$ cat src/rtl/level_judge_pkg.sv
// Shared types and widths for the level referee (level_judge) and its scroll tracker.
package level_judge_pkg;

    typedef enum logic [2:0] {
        ST_IDLE = 3'd0,
        ST_PLAY = 3'd1,
        ST_HIT  = 3'd2,
        ST_WIN  = 3'd3,
        ST_LOSE = 3'd4
    } state_e;

    localparam int LIVES_W = 4;
    localparam int TIME_W  = 16;

    function automatic int scrolls_w(input int n);
        return $clog2(n + 1);
    endfunction

endpackage

$ cat src/rtl/level_judge_scroll_tracker.sv
// Remembers which scrolls were already collected and counts only fresh hits,
// so a scroll held under the player is credited exactly once.
module scroll_tracker
    import level_judge_pkg::*;
#(
    parameter int NUM_SCROLLS = 24,
    parameter int CNT_W       = scrolls_w(NUM_SCROLLS)
) (
    input  logic                   clk,
    input  logic                   rst,
    input  logic                   clear,
    input  logic                   enable,
    input  logic [NUM_SCROLLS-1:0] scroll_hit,
    output logic [CNT_W-1:0]       count_new,
    output logic [CNT_W-1:0]       scrolls_left
);

    logic [NUM_SCROLLS-1:0] mask_q, mask_d, new_hits;
    logic [CNT_W-1:0]       scrolls_q, scrolls_d;

    always_comb begin
        new_hits  = enable ? (scroll_hit & ~mask_q) : '0;
        count_new = '0;
        for (int i = 0; i < NUM_SCROLLS; i++) begin
            count_new = count_new + CNT_W'(new_hits[i]);
        end
        mask_d    = mask_q | new_hits;
        scrolls_d = scrolls_q - count_new;
        if (clear) begin
            mask_d    = '0;
            scrolls_d = CNT_W'(NUM_SCROLLS);
        end
    end

    always_ff @(posedge clk) begin
        if (!rst) begin
            mask_q    <= '0;
            scrolls_q <= CNT_W'(NUM_SCROLLS);
        end else begin
            mask_q    <= mask_d;
            scrolls_q <= scrolls_d;
        end
    end

    assign scrolls_left = scrolls_q;

endmodule

$ cat src/rtl/level_judge.sv
// Level referee feeding GameFSM: lives, countdown, invulnerability and win/lose pulses.
// Define LEVEL_JUDGE_BONUS_TIME_EN to credit BONUS_TICKS per collected scroll.
module level_judge
    import level_judge_pkg::*;
#(
    parameter int NUM_SCROLLS  = 24,
    parameter int LIVES        = 3,
    parameter int TIME_TICKS   = 3600,
    parameter int INVULN_TICKS = 60,
    parameter int BONUS_TICKS  = 120
) (
    input  logic                               clk,
    input  logic                               rst,
    input  logic                               tick,
    input  logic                               level_start,
    input  logic [NUM_SCROLLS-1:0]             scroll_hit,
    input  logic                               wall_hit,
    output logic                               level_passed,
    output logic                               lose,
    output logic [LIVES_W-1:0]                 lives_left,
    output logic [TIME_W-1:0]                  time_left,
    output logic [scrolls_w(NUM_SCROLLS)-1:0]  scrolls_left,
    output logic                               invuln,
    output logic [2:0]                         state_o
);

    localparam int CNT_W = scrolls_w(NUM_SCROLLS);

`ifdef LEVEL_JUDGE_BONUS_TIME_EN
    localparam int BONUS_PER = BONUS_TICKS;
`else
    localparam int BONUS_PER = BONUS_TICKS * 0;
`endif

    function automatic logic [TIME_W-1:0] sat_time(input logic [31:0] v);
        return (v > 32'(TIME_TICKS)) ? TIME_W'(TIME_TICKS) : v[TIME_W-1:0];
    endfunction

    state_e             state_q, state_d;
    logic [LIVES_W-1:0] lives_q, lives_d;
    logic [TIME_W-1:0]  time_q, time_d;
    logic [TIME_W-1:0]  inv_q, inv_d;
    logic               passed_q, passed_d;
    logic               lose_q, lose_d;
    logic               invuln_q, invuln_d;

    logic               active;
    logic [CNT_W-1:0]   count_new;
    logic [CNT_W-1:0]   scrolls_cnt;
    logic [TIME_W-1:0]  time_dec, time_nx;
    logic [31:0]        time_sum;
    logic               win_now, timer_lose, wall_in_play;

    assign active = (state_q == ST_PLAY) || (state_q == ST_HIT);

    scroll_tracker #(
        .NUM_SCROLLS (NUM_SCROLLS),
        .CNT_W       (CNT_W)
    ) u_tracker (
        .clk          (clk),
        .rst          (rst),
        .clear        (level_start),
        .enable       (active),
        .scroll_hit   (scroll_hit),
        .count_new    (count_new),
        .scrolls_left (scrolls_cnt)
    );

    // Bonus is added after the tick decrement so a same-cycle collect can rescue the final tick.
    always_comb begin
        time_dec     = (tick && time_q != '0) ? time_q - TIME_W'(1) : time_q;
        time_sum     = 32'(time_dec) + 32'(count_new) * 32'(BONUS_PER);
        time_nx      = sat_time(time_sum);
        win_now      = (count_new != '0) && (count_new == scrolls_cnt);
        timer_lose   = tick && (time_nx == '0);
        wall_in_play = wall_hit && (state_q == ST_PLAY);
    end

    always_comb begin
        state_d  = state_q;
        lives_d  = lives_q;
        time_d   = time_q;
        inv_d    = inv_q;
        passed_d = 1'b0;
        lose_d   = 1'b0;

        if (level_start) begin
            state_d = ST_PLAY;
            lives_d = LIVES_W'(LIVES);
            time_d  = TIME_W'(TIME_TICKS);
            inv_d   = '0;
        end else if (active) begin
            time_d = time_nx;
            if (win_now) begin
                state_d  = ST_WIN;
                passed_d = 1'b1;
            end else if (wall_in_play && lives_q == LIVES_W'(1)) begin
                lives_d = '0;
                state_d = ST_LOSE;
                lose_d  = 1'b1;
            end else if (timer_lose) begin
                state_d = ST_LOSE;
                lose_d  = 1'b1;
            end else if (wall_in_play) begin
                lives_d = lives_q - LIVES_W'(1);
                state_d = ST_HIT;
                inv_d   = TIME_W'(INVULN_TICKS);
            end else if (state_q == ST_HIT && tick) begin
                inv_d = inv_q - TIME_W'(1);
                if (inv_q <= TIME_W'(1)) begin
                    inv_d   = '0;
                    state_d = ST_PLAY;
                end
            end
        end

        invuln_d = (state_d == ST_HIT);
    end

    always_ff @(posedge clk) begin
        if (!rst) begin
            state_q  <= ST_IDLE;
            lives_q  <= LIVES_W'(LIVES);
            time_q   <= TIME_W'(TIME_TICKS);
            inv_q    <= '0;
            passed_q <= 1'b0;
            lose_q   <= 1'b0;
            invuln_q <= 1'b0;
        end else begin
            state_q  <= state_d;
            lives_q  <= lives_d;
            time_q   <= time_d;
            inv_q    <= inv_d;
            passed_q <= passed_d;
            lose_q   <= lose_d;
            invuln_q <= invuln_d;
        end
    end

    assign level_passed = passed_q;
    assign lose         = lose_q;
    assign lives_left   = lives_q;
    assign time_left    = time_q;
    assign scrolls_left = scrolls_cnt;
    assign invuln       = invuln_q;
    assign state_o      = state_q;

endmodule

$ cat config.mk
export PLATFORM = sky130hd
export DESIGN_NAME = level_judge
export DESIGN_NICKNAME = d
export VERILOG_FILES = /design/src/rtl/level_judge_pkg.sv /design/src/rtl/level_judge_scroll_tracker.sv /design/src/rtl/level_judge.sv
export SDC_FILE = /design/constraint.sdc
export NUM_CORES = 1
export LEC_CHECK = 0
export ABC_AREA = 1
export CORE_MARGIN = 2
export CORE_UTILIZATION = 52
export CTS_BUF_LIST = sky130_fd_sc_hd__clkbuf_8 sky130_fd_sc_hd__clkbuf_16
export DETAILED_ROUTE_END_ITERATION = 12
export PLACE_DENSITY = 0.79
export SYNTH_ARGS = -nofsm -noshare
export SYNTH_HDL_FRONTEND = slang
export SYNTH_HIERARCHICAL = 1
export SYNTH_SLANG_ARGS = --single-unit
$ cat constraint.sdc
create_clock -name clk -period 8.7 [get_ports clk]
set_input_delay 0.87 -clock clk [delete_from_list [all_inputs] [get_ports clk]]
set_output_delay 0.87 -clock clk [all_outputs]
set_load 0.03 [all_outputs]
---- Word level (Yosys, flattened, before mapping) ----
Index checks and enable logic that the tools add are counted.
cells by class
  add/subtract/negate cells ............... 27
  magnitude comparators ................... 2
  equality and inequality tests ........... 6
  multiplexer cells ....................... 20
  bitwise logic cells ..................... 8
  reduce and logical (&&, ||, !) cells .... 17
operator list
  operator               count
  $add 5x1->5            22
  $mux 16                5
  $sub 16x1->16 const B  2
  $and 24x24->24         1
  $mux 24                1
  $mux 3                 8
  $not 24->24            1
  $or 24x24->24          1
  $gt 16x12->1 const B   1
  $le 16x1->1 const B    1
  $logic_not 16->1       1
  $reduce_bool 16->1     1
  $mux 4                 3
  $eq 3x2->1 const B     2
  $logic_and 1x1->1      6
  $eq 5x5->1             1
  $not 1->1              5
  $reduce_and 5->1       1
  $reduce_bool 5->1      1
  $sub 5x5->5            1
  $eq 4x1->1 const B     1
  $reduce_and 4->1       1
  $reduce_bool 2->1      2
  $reduce_or 4->1        1
  8 further kinds        10
storage, ports and cells
  register bits ........................... 71
  input port bits ......................... 29
  output and inout bits ................... 31
  logic and storage cells ................. 89

---- Logic depth before layout (Yosys ltp) ----
  depth in word-level cells ............... 32
  gate-level depth with buffers ........... 30
  mapped depth without buffers ............ 27

---- Modules after synthesis ----
Netlist, hierarchy kept.
modules (own cells, without submodules)
  module          times used  cells each  area each (um2)  seq. area each (um2)
  level_judge     1           501         3,059.2          840.8
  scroll_tracker  1           209         1,734.2          580.6

---- Worst setup path after synthesis ----
Ideal clock, no wire load.
  path type ............................... register to register
  start ................................... register state_q[1], in the netlist state_o[1]
  end ..................................... register inv_q[7]
  setup time .............................. 0.067 ns
  arrival time ............................ 6.328 ns
  data required time ...................... 8.633 ns
  path slack .............................. 2.305 ns
  stages on the path, launching flop included .. 24
  buffers on the path ..................... 4
  period minus slack after synthesis ...... 6.395 ns
  path through ............................ dfxtp_1 > nand3_1 > nand2_1 > clkbuf_1 > clkbuf_1 > buf_4 > nand3_1 > fa_1 > fa_1 > fa_1 > fa_1 > inv_1 > fa_1 > ha_1 > fa_1 > xor2_1 > o41ai_1 > nand2_1 > nand4_1 > o21ai_0 > inv_1 > buf_1 > nand4_1 > a21oi_2
on the way
  cells in the longest elaborated chain, start to end .. 30
  elaborated cells on any way between the ends .. 38
  classes of those cells .................. 23 x add/sub; 3 x eq/ne; 2 x mux; 2 x bitwise; 8 x reduce/logical
ends and longest elaborated chain
  what                                             RTL line                          text
  start: declaration                               level_judge.sv:39                 state_e state_q, state_d;
  start signal: assignment                         level_judge.sv:130                state_q <= state_d;
  $eq 3x1->1 or $eq 3x2->1 (tied branches)         level_judge.sv:54                 assign active = (state_q == ST_PLAY) || (state_q == ST_HIT);
  $logic_or 1x1->1 *                               level_judge.sv:54
  net active                                       level_judge.sv:47                 logic active;
  $mux 24 *                                        level_judge_scroll_tracker.sv:22  new_hits = enable ? (scroll_hit & ~mask_q) : '0;
  $add 1x1->2                                      level_judge_scroll_tracker.sv:25  count_new = count_new + CNT_W'(new_hits[i]);
  $add 5x1->5 (21 in series)                       level_judge_scroll_tracker.sv:25
  $add 5x1->5 *                                    level_judge_scroll_tracker.sv:25
  net count_new[2]                                 level_judge.sv:48                 logic [CNT_W-1:0] count_new;
  $eq 5x5->1 or $reduce_bool 5->1 (tied branches)  level_judge.sv:74                 win_now = (count_new != '0) && (count_new == scrolls_cnt);
  $logic_and 1x1->1 *                              level_judge.sv:74
  $not 1->1 (no source line) *                     --
  $reduce_and 5->1 (no source line) *              --
  end signal: assignment                           level_judge.sv:133                inv_q <= inv_d;
  end: declaration                                 level_judge.sv:42                 logic [TIME_W-1:0] inv_q, inv_d;
Mark *: on every way through the listed nets, which the timed path passes. The rest lies on a longest branch.
A chain may end at the register's enable or synchronous reset.

---- Worst setup path in the final report ----
  start ................................... register state_q[2], in the netlist state_o[2]
  end ..................................... register inv_q[4]
on the way
  cells in the longest elaborated chain, start to end .. 30
  elaborated cells on any way between the ends .. 38
  classes of those cells .................. 23 x add/sub; 3 x eq/ne; 2 x mux; 2 x bitwise; 8 x reduce/logical
ends and longest elaborated chain
  what                                             RTL line
  $eq 3x1->1 or $eq 3x2->1 (tied branches)         level_judge.sv:54
  $logic_or 1x1->1 *                               level_judge.sv:54
  $mux 24 *                                        level_judge_scroll_tracker.sv:22
  $add 1x1->2                                      level_judge_scroll_tracker.sv:25
  $add 5x1->5 (21 in series)                       level_judge_scroll_tracker.sv:25
  $add 5x1->5 *                                    level_judge_scroll_tracker.sv:25
  net count_new[2]                                 level_judge.sv:48
  $eq 5x5->1 or $reduce_bool 5->1 (tied branches)  level_judge.sv:74
  $logic_and 1x1->1 *                              level_judge.sv:74
  $not 1->1 (no source line) *                     --
  $reduce_and 5->1 (no source line) *              --
Marked as above.

==> impl_results.md <==
* Run status: completed
* Layout area overhead at 18.0%
* Achievable frequency at between 150 and 200 MHz
* Hold Path Class: reg2reg
* Worst Path Required at about 9 ns
* Synthesized Nets at a little under 800
* Clk sink count at between 70 and 80
* Number of flops mapped to enable cells by yosys at 0
* Resize count post-CTS at 0
* Slew at the pin closest to its max-slew limit at 0.847 ns
* Site row count at 35
* Source of the worst register-to-register timing path: state_o[2]
* Area share of the largest cell type after synthesis at 29.7%
* Cell count after placement at between 800 and 900
* Layout cell share with drive strength beyond 1 at 6.76%
* Worst voltage drop across the vdd grid at about 0.00026 V
* Number of failing hold endpoints at the final stage at 0
* Antenna violations before repair at 0
* Die area at between 10000 and 15000 um^2
* Crit share post-route at 75.3%
* Mean instance size in the synthesized netlist at 6.75 um^2
* FILL cells at a little over 800
* WL final at 11700 um
* Die extent in y at 100 um
* RD Place Congestion at between 0.8 and 0.9
* Setup repair bufs after CTS at 0
* CP peak stage delay at 0.55 ns
* Number of distinct library cells after synthesis at 37
* Pin count of the biggest net entering global routing at 45
* Placed Instance Area at approximately 5400 um^2
* Die W at 100 um
* Number of maximum-capacitance constraint violations at 0
* Post-detailed-route count of antenna-violating nets at 0
* Asr flop ratio synth at 0%
* WL/cell at 13.3 um
* CTS tree: yes
* Kind of start point of the critical path: register
* Min Tclk post-route at 6.55 ns
* Area of the mapped netlist at 4790 um^2
* Warnings, synthesis at 6
* Combined global-route utilization of all metal layers at 24.3%
* Number of port buffers at 59
* Number of non-filler instances in the completed layout at 880
* Leading cell type by number of instances after synthesis: sky130_fd_sc_hd__nand2_1
* Worst endpoint data arrival time at just under 7 ns
* Detailed-router iteration count before antenna repair at 5
* Fin nets at 826
* Number of max-slew violations in the final report at 0
* Number of antenna cells inserted at 0
* Crit-path slowest cell: sky130_fd_sc_hd__fa_1
* Origin of the worst min-delay path: u_tracker/mask_q[10]
* Type of the worst setup path: reg2reg
* Core region area at 9110 um^2
* Drt first-iter violations at 290
* Relative slew margins at between 40 and 50%
* Insertion delay of the later-clocked pin in the worst-skew pair at 0.35 ns
* Library cell used as clock root buffer: sky130_fd_sc_hd__clkbuf_8
* Ranking of synthesized cells by instance count: sky130_fd_sc_hd__nand2_1, sky130_fd_sc_hd__nor2_1, sky130_fd_sc_hd__inv_1
* Number of hold buffers added after CTS at 0
* Count of boundary I/O pins at 60
* Pwr per Cell Area at 226 nW/um^2
* Total setup violations reported at the end of the flow at 0
* First-pass GRT wire length at 20100 um
* Seq cells post-synth at 71
* Cell type with the highest aggregate area in the netlist: sky130_fd_sc_hd__dfxtp_1
* Crit end category: register
* # DRC at 0
* Register-to-Register Setup Slack at 2.15 ns
* Total CTS buffers at 9
* Synthesized instance count at 710
* Routed via count at 4720
* Number of global-route vias before repair at 4555
* Critical path launch point: state_o[2]
* Post-detail-place hpwl at 8620 um
* Static leakage at roughly 2.6 nW
* Unrepaired setup endpoints after global routing: no
* Max Fanout on Critical Path at 44
* Effective utilization at floorplan at 52.6%
* Buffer depth of the longest clock path at 2
* Most common cell type on the critical path: sky130_fd_sc_hd__fa_1
* Post-route cell area at around 5700 um^2
* Clock transition at path regs at 0.08 ns
* GR Overflow Total at 0
* Dominant synthesized flop cell: sky130_fd_sc_hd__dfxtp_1
* Via density per instance at 5.36
* Area contributors post-synth: sky130_fd_sc_hd__dfxtp_1, sky130_fd_sc_hd__nand2_1, sky130_fd_sc_hd__fa_1
* Final total negative setup slack at 0 ns
* Clock Skew at 0.0115 ns
* Sequential fraction of the synthesis area at 29.7%
* Number of H-tree levels at 3
-- worst paths after layout --
check	to	cells after the start
setup / recovery	inv_q[4]	25
hold / removal	u_tracker/mask_q[10]	2
setup reg to reg	inv_q[4]	25
hold reg to reg	u_tracker/mask_q[10]	2
-- worst max-delay path, delay by kind of cell, from the launching register on --
family          cells  cell delay, ns
simple gates        8            1.05
buf+inv             6            1.13
xor+xnor            1            0.21
compound gates      3            0.58
flops               1            0.34
fa+ha+maj           7            3.12
-- flip-flops by register name, summed over array words and instances (netlist names) --
name / flops
inv_q: 16
level_passed: 1
time_left: 16
u_tracker/scrolls_left: 5
lives_left: 4
u_tracker/mask_q: 24
lose: 1
state_o: 3
invuln: 1
-- stage by stage --
step | worst slack (ns) | total power, mW | hold slack (ns) | utilization, %
6_report | 2.15 | 1.28 | 0.462 | 62.1
3_3_place_gp | 2.10 | 0.950 | 0.442 | 59.7
4_1_cts | 2.17 | 1.28 | 0.461 | 62.1
2_1_floorplan | 2.30 | 0.837 | 0.435 | -
5_1_grt | 1.71 | 1.39 | 0.488 | 62.1
3_5_place_dp | 1.96 | 0.975 | 0.449 | 59.7
-- cell type report --
type / count / area, um^2 / share of cell area, %
Tap cell: 111 / 139 / 2.45
Clock inverter: 7 / 95.1 / 1.68
Sequential cell: 71 / 1420 / 25.1
Multi-Input combinational cell: 529 / 2930 / 51.7
Timing Repair Buffer: 61 / 606 / 10.7
Inverter: 92 / 345 / 6.10
Clock buffer: 9 / 124 / 2.19
-- routing by layer --
layer  wire length [um]  GRT usage, %
met4                121          7.17
met1               4990          30.3
met5                  0             0
met2               5890          42.9
met3                683          4.67
-- cells by family after synthesis --
group | share of synthesized area [%]
buf+inv | 9.27
simple gates | 37.1
fa+ha+maj | 11.4
xor+xnor | 4.57
compound gates | 7.99
flops | 29.7
-- cell usage in the layout, fill, tap and decap left out, drive strengths merged --
cell,n
nor3,24
xor2,17
ha,15
and2,1
nor4,3
nand3b,2
clkbuf,9
dfxtp,71
a211oi,1
buf,2
nand3,48
or2,3
nor2,112
xnor2,8
nand4,19
clkinv,5
o211ai,5
bufinv,2
clkdlybuf4s50,59
fa,18
nand2,187
o41ai,1
o21ai,15
clkinvlp,1
a31oi,1
nor3b,1
inv,91
a21oi,48
-- report_power, final --
group          switching (mW)  internal, mW  leakage [nW]
Sequential             0.0186         0.343         0.576
Combinational           0.380         0.242          1.94
Clock                   0.135         0.162         0.110
Total                   0.534         0.747          2.62
Note: power is estimated with default switching activity, not from simulation.
